===== src/rtl/serial_frame_rx_if.sv =====
// rtl/serial_frame_rx_if.sv - serial line and parallel output bundle for serial_frame_rx
//
// Signals:
//   serial_in   serial line (idles high), into the receiver
//   data_out    received word, stable while data_valid is high
//   data_valid  data_out holds an unconsumed word
//   data_ready  consumer accepts the word on data_valid && data_ready
//   busy        receiver is inside a frame
//   frame_err   one-cycle pulse, stop bit sampled low
//   overrun     one-cycle pulse, good frame dropped (holding register full)
// Modports: master = receiver side, slave = line driver / consumer side.
interface serial_frame_rx_if #(
    parameter int DATA_W = 8
);
    logic              serial_in;
    logic [DATA_W-1:0] data_out;
    logic              data_valid;
    logic              data_ready;
    logic              busy;
    logic              frame_err;
    logic              overrun;

    modport master (
        input  serial_in,
        input  data_ready,
        output data_out,
        output data_valid,
        output busy,
        output frame_err,
        output overrun
    );

    modport slave (
        output serial_in,
        output data_ready,
        input  data_out,
        input  data_valid,
        input  busy,
        input  frame_err,
        input  overrun
    );
endinterface


===== src/rtl/serial_frame_rx.sv =====
// rtl/serial_frame_rx.sv - start/data/stop serial frame receiver with holding register
//
// Ports:
//   clk    rising-edge clock
//   reset  asynchronous active-high reset
//   bus    serial_frame_rx_if.master (serial_in, data_ready in; data_out,
//          data_valid, busy, frame_err, overrun out)
// Parameters:
//   DATA_W      data bits per frame, LSB first
//   BIT_CYCLES  clk cycles per serial bit; sampling happens BIT_CYCLES/2
//               cycles after the start edge and every BIT_CYCLES after that
module serial_frame_rx #(
    parameter int DATA_W     = 8,
    parameter int BIT_CYCLES = 4
) (
    input logic               clk,
    input logic               reset,
    serial_frame_rx_if.master bus
);
    localparam int HALF  = BIT_CYCLES / 2;
    localparam int CNT_W = $clog2(BIT_CYCLES);
    localparam int IDX_W = $clog2(DATA_W + 1);

    // Counter values seen just before the sampling edge.
    localparam logic [CNT_W-1:0] HALF_LAST = CNT_W'(HALF - 1);
    localparam logic [CNT_W-1:0] BIT_LAST  = CNT_W'(BIT_CYCLES - 1);
    localparam logic [IDX_W-1:0] IDX_LAST  = IDX_W'(DATA_W - 1);

    typedef enum logic [1:0] {
        IDLE,
        START,
        DATA,
        STOP
    } state_t;

    state_t            state_q;
    logic [CNT_W-1:0]  cnt_q;
    logic [IDX_W-1:0]  idx_q;
    logic [DATA_W-1:0] shreg_q;
    logic [DATA_W-1:0] data_q;
    logic              valid_q;
    logic              busy_q;
    logic              ferr_q;
    logic              ovr_q;

    always_ff @(posedge clk or posedge reset) begin
        if (reset) begin
            state_q <= IDLE;
            cnt_q   <= '0;
            idx_q   <= '0;
            shreg_q <= '0;
            data_q  <= '0;
            valid_q <= 1'b0;
            busy_q  <= 1'b0;
            ferr_q  <= 1'b0;
            ovr_q   <= 1'b0;
        end else begin
            ferr_q <= 1'b0;
            ovr_q  <= 1'b0;

            // Consumer handshake; a load at the stop edge below overrides it.
            if (valid_q && bus.data_ready) begin
                valid_q <= 1'b0;
            end

            case (state_q)
                IDLE: begin
                    if (!bus.serial_in) begin
                        state_q <= START;
                        busy_q  <= 1'b1;
                        cnt_q   <= '0;
                    end
                end
                START: begin
                    if (cnt_q == HALF_LAST) begin
                        cnt_q <= '0;
                        idx_q <= '0;
                        if (bus.serial_in) begin
                            // Line went back high by mid start bit: glitch.
                            state_q <= IDLE;
                            busy_q  <= 1'b0;
                        end else begin
                            state_q <= DATA;
                        end
                    end else begin
                        cnt_q <= cnt_q + 1'b1;
                    end
                end
                DATA: begin
                    if (cnt_q == BIT_LAST) begin
                        cnt_q   <= '0;
                        // LSB first: new bit enters at the top and walks down.
                        shreg_q <= (shreg_q >> 1) | (DATA_W'(bus.serial_in) << (DATA_W - 1));
                        if (idx_q == IDX_LAST) begin
                            state_q <= STOP;
                            idx_q   <= '0;
                        end else begin
                            idx_q <= idx_q + 1'b1;
                        end
                    end else begin
                        cnt_q <= cnt_q + 1'b1;
                    end
                end
                STOP: begin
                    if (cnt_q == BIT_LAST) begin
                        cnt_q   <= '0;
                        state_q <= IDLE;
                        busy_q  <= 1'b0;
                        if (!bus.serial_in) begin
                            ferr_q <= 1'b1;
                        end else if (!valid_q || bus.data_ready) begin
                            data_q  <= shreg_q;
                            valid_q <= 1'b1;
                        end else begin
                            ovr_q <= 1'b1;
                        end
                    end else begin
                        cnt_q <= cnt_q + 1'b1;
                    end
                end
                default: begin
                    state_q <= IDLE;
                    busy_q  <= 1'b0;
                    cnt_q   <= '0;
                end
            endcase
        end
    end

    assign bus.data_out   = data_q;
    assign bus.data_valid = valid_q;
    assign bus.busy       = busy_q;
    assign bus.frame_err  = ferr_q;
    assign bus.overrun    = ovr_q;
endmodule


===== src/flat_wrapper.sv =====
// flat-port wrapper written by rule: the top's interface ports become plain ports
module serial_frame_rx_flat 
#(
    parameter int DATA_W     = 8,
    parameter int BIT_CYCLES = 4
)
  (clk, reset, bus_serial_in, bus_data_ready, bus_data_out, bus_data_valid, bus_busy, bus_frame_err, bus_overrun);
  serial_frame_rx_if #(.DATA_W(DATA_W)) bus_i ();
  input logic clk;
  input logic reset;
  input wire logic [$bits(bus_i.serial_in)-1:0] bus_serial_in;
  input wire logic [$bits(bus_i.data_ready)-1:0] bus_data_ready;
  output wire logic [$bits(bus_i.data_out)-1:0] bus_data_out;
  output wire logic [$bits(bus_i.data_valid)-1:0] bus_data_valid;
  output wire logic [$bits(bus_i.busy)-1:0] bus_busy;
  output wire logic [$bits(bus_i.frame_err)-1:0] bus_frame_err;
  output wire logic [$bits(bus_i.overrun)-1:0] bus_overrun;
  assign bus_i.serial_in = bus_serial_in;
  assign bus_i.data_ready = bus_data_ready;
  assign bus_data_out = bus_i.data_out;
  assign bus_data_valid = bus_i.data_valid;
  assign bus_busy = bus_i.busy;
  assign bus_frame_err = bus_i.frame_err;
  assign bus_overrun = bus_i.overrun;
  serial_frame_rx #(.DATA_W(DATA_W), .BIT_CYCLES(BIT_CYCLES)) u_core (.clk(clk), .reset(reset), .bus(bus_i));
endmodule

===== config.mk =====
export PLATFORM = sky130hd
export DESIGN_NAME = serial_frame_rx_flat
export DESIGN_NICKNAME = d
export VERILOG_FILES = /design/src/rtl/serial_frame_rx_if.sv /design/src/rtl/serial_frame_rx.sv /design/src/flat_wrapper.sv
export SDC_FILE = /design/constraint.sdc
export NUM_CORES = 1
export LEC_CHECK = 0
export BUFFER_PORTS_ARGS = -buffer_cell sky130_fd_sc_hd__buf_2
export CORE_ASPECT_RATIO = 1.2
export CORE_UTILIZATION = 30
export DETAILED_ROUTE_END_ITERATION = 10
export GPL_ROUTABILITY_DRIVEN = 0
export PLACE_DENSITY_LB_ADDON = 0.1
export SLEW_MARGIN = 20
export SYNTH_ARGS = -nofsm -noshare
export SYNTH_HDL_FRONTEND = slang
export SYNTH_SLANG_ARGS = --single-unit

===== constraint.sdc =====
create_clock -name clk -period 3.8 [get_ports clk]
set_input_delay 0.38 -clock clk [delete_from_list [all_inputs] [get_ports clk]]
set_output_delay 0.38 -clock clk [all_outputs]
set_load 0.02 [all_outputs]

==> results of run 1 <==
## how the worst max path moves through the flow
stage                                            from                            endpoint  slack, ps  depth (start not counted)
after floorplan           u_core.cnt_q[1]$_DFFE_PP0P_  u_core.bus.data_out[0]$_DFFE_PP0P_       2260                          4
after global placement                       register         u_core.idx_q[2]$_DFFE_PP0P_       1820                          3
after detailed placement                     register         u_core.idx_q[2]$_DFFE_PP0P_       1750                          3
after CTS                                    register         u_core.idx_q[2]$_DFFE_PP0P_       1770                          3
after global routing                         register         u_core.idx_q[2]$_DFFE_PP0P_       1600                          3
final                                        register         u_core.idx_q[2]$_DFFE_PP0P_       1760                          3
## cells in the final DEF (no fill, tap or decap)
| cell | instances |
|---|---|
| clkbuf_8 | 4 |
| ha_1 | 5 |
| nand3_1 | 4 |
| and3_1 | 1 |
| mux2_2 | 16 |
| o41ai_1 | 1 |
| or3_1 | 1 |
| nand4_1 | 2 |
| a31oi_1 | 2 |
| o31ai_1 | 1 |
| mux2i_1 | 1 |
| nor3b_4 | 1 |
| nor4bb_1 | 1 |
| buf_2 | 15 |
| inv_2 | 1 |
| nand2_1 | 8 |
| nor2_1 | 2 |
| dfrtp_1 | 28 |
| a221oi_1 | 2 |
| inv_1 | 4 |
| o211ai_1 | 1 |
| nor2b_1 | 2 |
| o21ai_0 | 2 |
| nand4b_1 | 2 |
| nand2b_1 | 1 |
| nor3b_1 | 3 |
| nand3b_1 | 2 |
| a21oi_1 | 2 |
| o32ai_1 | 1 |
## power groups by stage
stage                     Sequential, W  Combinational (W)  Clock, W
after floorplan                0.000506           0.000256         0
after global placement         0.000514           0.000324         0
after detailed placement       0.000519           0.000328         0
after CTS                      0.000512           0.000329  0.000195
after global routing           0.000533           0.000361  0.000210
final                          0.000512           0.000322  0.000187
## layout make-up
type                            instances  area (um^2)
Clock buffer                            4         55.1
Fill cell                             411         2530
Inverter                                5         18.8
Multi-Input combinational cell         64          520
Sequential cell                        28          701
Tap cell                               54         67.6
Timing Repair Buffer                   15         75.1
## metrics by stage
stage | std cells | hold slack [ps]
6_report | 170 | 156
3_3_place_gp | 166 | 484
3_5_place_dp | 166 | 491
4_1_cts | 170 | 315
2_1_floorplan | 101 | 445
5_1_grt | 170 | 213
## cell families (layout without fill, tap and decap cells)
logic type | after synthesis | count (layout) | synth area share, %
DFF | 28 | 28 | 55.6
buffers and inverters | 9 | 24 | 3.17
and+or+nand+nor | 30 | 30 | 14.7
adders and majority gates | 5 | 5 | 4.96
AOI/OAI and AO/OA | 12 | 12 | 6.55
muxes | 17 | 17 | 15.1
## synth_stat cells, drive strengths merged (2+ instances only)
library cell / instances
a21oi: 2
a221oi: 2
a31oi: 2
buf: 3
dfrtp: 28
ha: 5
inv: 5
mux2: 16
nand2: 8
nand3: 4
nand3b: 2
nand4: 2
nand4b: 2
nor2: 2
nor2b: 2
nor3b: 4
o21ai: 2
## flip-flops by register name, summed over array words and instances, names as in the netlist, named ones only
signal / count
u_core.bus.overrun: 1
u_core.bus.busy: 1
u_core.bus.frame_err: 1
u_core.bus.data_valid: 1
u_core.cnt_q: 2
u_core.state_q: 1
u_core.shreg_q: 8
u_core.bus.data_out: 8
u_core.idx_q: 4
## routing by layer
| layer | part of all wire (%) | global-route usage, % | up-vias |
|---|---|---|---|
| li1 | - | - | 395 |
| met1 | 49 | 14.9 | 410 |
| met2 | 48 | 17.9 | 11 |
| met3 | 2.1 | 2.13 | 4 |
| met4 | 1.2 | 5.30 | 0 |
| met5 | 0 | 0 | - |
==> reports/metrics.yaml, run 1 <==
syn_area_um2: 1260
ys_types: 29
worst_pin_slew_ps: 608
clkSinkCount: 28
core_area_um2: 3970
initialDrtViolationCount: 24
drive_gt1_share_pct: 31.9
grt_start_max_net_pins: 29
yosysWarnings: 0
placed_cell_area_um2: 1380
hold_class: "in2async"
post-route-min-period_ps: 2040
ys_seq_area_share_pct: 55.6
die_width_um: 61.2
cts_tree: "built"
antenna_found_initial: 0
grt_pass1_wl_um: 3750
worst_r2r_path_depth: 3
report.final.setup_viol: 0
cts_hold_buf: 0
ir_drop_mv: 0.348
dp_hpwl_um: 1570
pwr-share-seq_pct: 50.1
die_y_um: 73.0
finalCritPeriodShare_pct: 53.7
setup_ws_ps: 1760
area_growth_pct: 14.0
design_area_um2: 1440
overflow: 0
fmax_ghz: 0.490
report.final.slew_viol_count: 0
drt_wl_total_um: 2210
path_clk_slew_ps: 100
cap_violations: 0
syn_inst: 101
wl_per_cell_um: 13.0
power_switching_w: 0.000369
clkPwrFrac_pct: 18.3
postCtsSetupRepairBufs: 0
routed_via_density: 4.82
cp_num_buf_inv: 0
cts_resized: 0
rsz0062_at_grt: "no"
clockBufferDepth: 2
hold_viol: 0
fin_worst_skew_ps: 4.42
slew_headroom_pct: 59.4
drc: 0
grtUsageTotal_pct: 11.4
slowest_stage: "dfrtp_1"
nets: 126
via_count: 820
htreeDepth: 1
regToRegEndpoint: "u_core.idx_q[2]$_DFFE_PP0P_"
worst_setup_path_end_kind: "register"
power_leakage_nw: 0.701
clockRootBuffer: "clkbuf_8"
async_flop_share_pct: 100
combPwrFrac_pct: 31.5
setup_tns_ps: 0
critical_path.top_delay_family: "simple AND/OR/NAND/NOR gates"
cp-start-kind: "register"
yosysTopAreaCell: "dfrtp_1"
cp_data_required_time_ps: 3960
slowest_delay_ps: 670
path_cells: "nand3b_1, and3_1, or3_1"
design.portCount: 16
cts_buffers: 3
syn-num-nets: 110
post-route-util_pct: 36.2
status: "complete, no violations"
drt_first_pass_iters: 4
ant_nets: 0
synth_seq_cells: 28
antenna_cells: 0
synth_top_area_share_pct: 55.6
r2r_slack_ps: 1760
p_per_area_nw_per_um2: 711
io_buffers: 15
syn_avg_cell_area_um2: 12.5
crit_type: "reg2reg"
crit_arrival_ps: 2210
pre_cts_ws_ps: 1750
grt_pass1_vias: 800
clk_latency_ps: 280
rows: 25
p_int_w: 0.000653
swShare_pct: 36.1
worstPathMaxFanout: 18
yosys-top-cells-area: "dfrtp_1 (56%), mux2_2 (14%), ha_1 (5.0%), nand2_1 (2.4%), nor3b_1 (1.8%)"
initial_core_util_pct: 31.7
synth_edf_count: 0
die_area_um2: 4470
power_w: 0.00102
synth_ff_type: "dfrtp_1"
No activity file was read; power rests on OpenSTA's default activity.
==> run 2: changes to the inputs <==
Clock period 3.8 ns to 2 ns, I/O delays scaled along.
==> reports/metrics.yaml, run 2 (synthesized netlist as in run 1, its figures left out) <==
worstPathMaxFanout: 8  # -10
cts_tree: "built"
regToRegStartpoint: "u_core.cnt_q[1]$_DFFE_PP0P_"
cp_data_required_time_ps: 2160  # -1800 ps
grtUsageTotal_pct: 12.4  # +1.0 points
whs_endpoint: "u_core.bus.frame_err$_DFF_PP0_"
crit_cells: 4  # +1
routed_via_density: 4.64  # -3.7%
regToRegEndpoint: "u_core.bus.data_out[5]$_DFFE_PP0P_"
finalCritPeriodShare_pct: 89.1  # +35 points
r2r_slack_ps: 220  # -1540 ps
cap_violations: 0  # unchanged
swShare_pct: 36.0  # -0.15 points
initial_core_util_pct: 31.7  # unchanged
clkSinkCount: 28  # unchanged
power_switching_w: 0.000720  # +95%
drt_wl_total_um: 2320  # +4.8%
setup_tns_ps: 0  # unchanged
rsz0062_at_grt: "no"
hold_path_startpoint: "bus_serial_in"
mostFrequentLayoutCell: "dfrtp_1"
fmax_ghz: 0.561  # +15%
antenna_cells: 0  # unchanged
grt_pass1_wl_um: 4040  # +7.9%
critical_path.top_delay_family: "simple AND/OR/NAND/NOR gates"
nets: 133  # +5.6%
clockBufferDepth: 2  # unchanged
overflow: 0  # unchanged
postCtsSetupRepairBufs: 0  # unchanged
antenna_found_initial: 0  # unchanged
dp_hpwl_um: 1660  # +5.8%
path_clk_slew_ps: 90  # about the same
slowest_stage: "nor3b_4"
report.final.slew_viol_count: 0  # unchanged
final_cell_mix: "dfrtp_1 (28), mux2_2 (16), buf_2 (15)"
area_growth_pct: 18.4
pwr-share-seq_pct: 47.0  # -3.1 points
post-route-min-period_ps: 1780  # -259 ps
grt_start_max_net_pins: 29  # unchanged
cp-start-kind: "register"
die_width_um: 61.2  # unchanged
wl_per_cell_um: 13.1  # +0.65%
worst_r2r_path_depth: 4  # +1
cp_num_buf_inv: 0  # unchanged
io_buffers: 15  # unchanged
design_area_um2: 1490  # +3.8%
combPwrFrac_pct: 35.4  # +3.9 points
hold_viol: 0  # unchanged
power_leakage_nw: 0.733  # +4.6%
rows: 25  # unchanged
p_per_area_nw_per_um2: 1340  # +89%
drc: 0  # unchanged
num-fill-cells: 431  # +4.9%
design.portCount: 16  # unchanged
ir_drop_mv: 0.437  # +26%
report.final.setup_viol: 0  # unchanged
worst_pin_slew_ps: 474  # -133 ps
p_int_w: 0.00128  # +96%
core_area_um2: 3970  # unchanged
die_area_um2: 4470  # unchanged
path_cells: "ha_1, nand2_1, nor3b_4, mux2_2"
clk_latency_ps: 270  # about the same
grt_pass1_vias: 849  # +6.1%
die_y_um: 73.0  # unchanged
cts_resized: 0  # unchanged
status: "complete, no violations"
htreeDepth: 1  # unchanged
power_w: 0.00200  # +96%
hold_depth: 2
placed_cell_area_um2: 1430  # +3.3%
worst_setup_path_end_kind: "register"
crit_type: "reg2reg"
cts_buffers: 3  # unchanged
slowest_delay_ps: 450  # -220 ps
slew_headroom_pct: 68.3  # +9.0 points
initialDrtViolationCount: 27  # +13%
hold_class: "in2reg"
clockRootBuffer: "clkbuf_8"
clkPwrFrac_pct: 17.6  # -0.7 points
drive_gt1_share_pct: 34.1  # +2.2 points
crit_arrival_ps: 1950  # -260 ps
drt_first_pass_iters: 3  # -1
ant_nets: 0  # unchanged
fin_worst_skew_ps: 3.48  # -0.945 ps
via_count: 822  # +0.24%
run 2: cell types whose count changed in the layout (fill, tap and decap cells not counted):
cell           change
buf_4              +6
dlygate4sd3_1      +1
inv_1              +1
inv_2              -1
run 2: power by group through the flow:
| stage | Clock [W] | Combinational (W) | Sequential (W) |
|---|---|---|---|
| after CTS | 0.000368 | 0.000722 | 0.000942 |
| after detailed placement | 0 | 0.000720 | 0.000952 |
| final | 0.000351 | 0.000709 | 0.000941 |
| after global routing | 0.000390 | 0.000807 | 0.000973 |
| after global placement | 0 | 0.000709 | 0.000949 |
| after floorplan | 0 | 0.000487 | 0.000961 |
run 2: layout make-up:
type / count / area, um^2 / area share (%)
Sequential cell: 28 / 701 / 46.9
Multi-Input combinational cell: 64 / 520 / 34.9
Timing Repair Buffer: 22 / 130 / 8.72
Tap cell: 54 / 67.6 / 4.53
Clock buffer: 4 / 55.1 / 3.69
Inverter: 5 / 18.8 / 1.26
run 2: what timing repair did:
action | in CTS | in global routing
setup endpoints to repair | 0 | 0
hold endpoints to repair | 28 | 0
hold buffers | 1 | 0
run 2: worst max path at each step:
stage / startpoint / end
6_report: u_core.cnt_q[1]$_DFFE_PP0P_ / u_core.bus.data_out[5]$_DFFE_PP0P_
5_1_grt: u_core.cnt_q[0]$_DFFE_PP0P_ / u_core.bus.data_out[6]$_DFFE_PP0P_
4_1_cts: u_core.cnt_q[1]$_DFFE_PP0P_ / u_core.bus.data_out[5]$_DFFE_PP0P_
3_5_place_dp: u_core.cnt_q[1]$_DFFE_PP0P_ / u_core.bus.data_out[5]$_DFFE_PP0P_
3_3_place_gp: u_core.cnt_q[0]$_DFFE_PP0P_ / u_core.bus.data_out[3]$_DFFE_PP0P_
2_1_floorplan: u_core.cnt_q[1]$_DFFE_PP0P_ / u_core.bus.data_out[0]$_DFFE_PP0P_
run 2: routing by layer:
metal  global-route usage, %  vias up  part of all wire [%]
met1                    16.9      397                    49
met2                    18.8        9                    48
li1                        -      412                     -
met4                    6.06        0                   1.6
met3                    2.13        4                   1.9
met5                       0        -                     0
run 2: metrics by stage:
stage                     hold WS [ps]  utilization, %  instances  worst slack, ps
after floorplan                    265               -        101              462
after global placement             289            35.9        172              264
after detailed placement           299            35.9        172              215
after CTS                          152            37.6        177              200
after global routing               182            37.6        177             90.9
final                              153            37.6        177              217
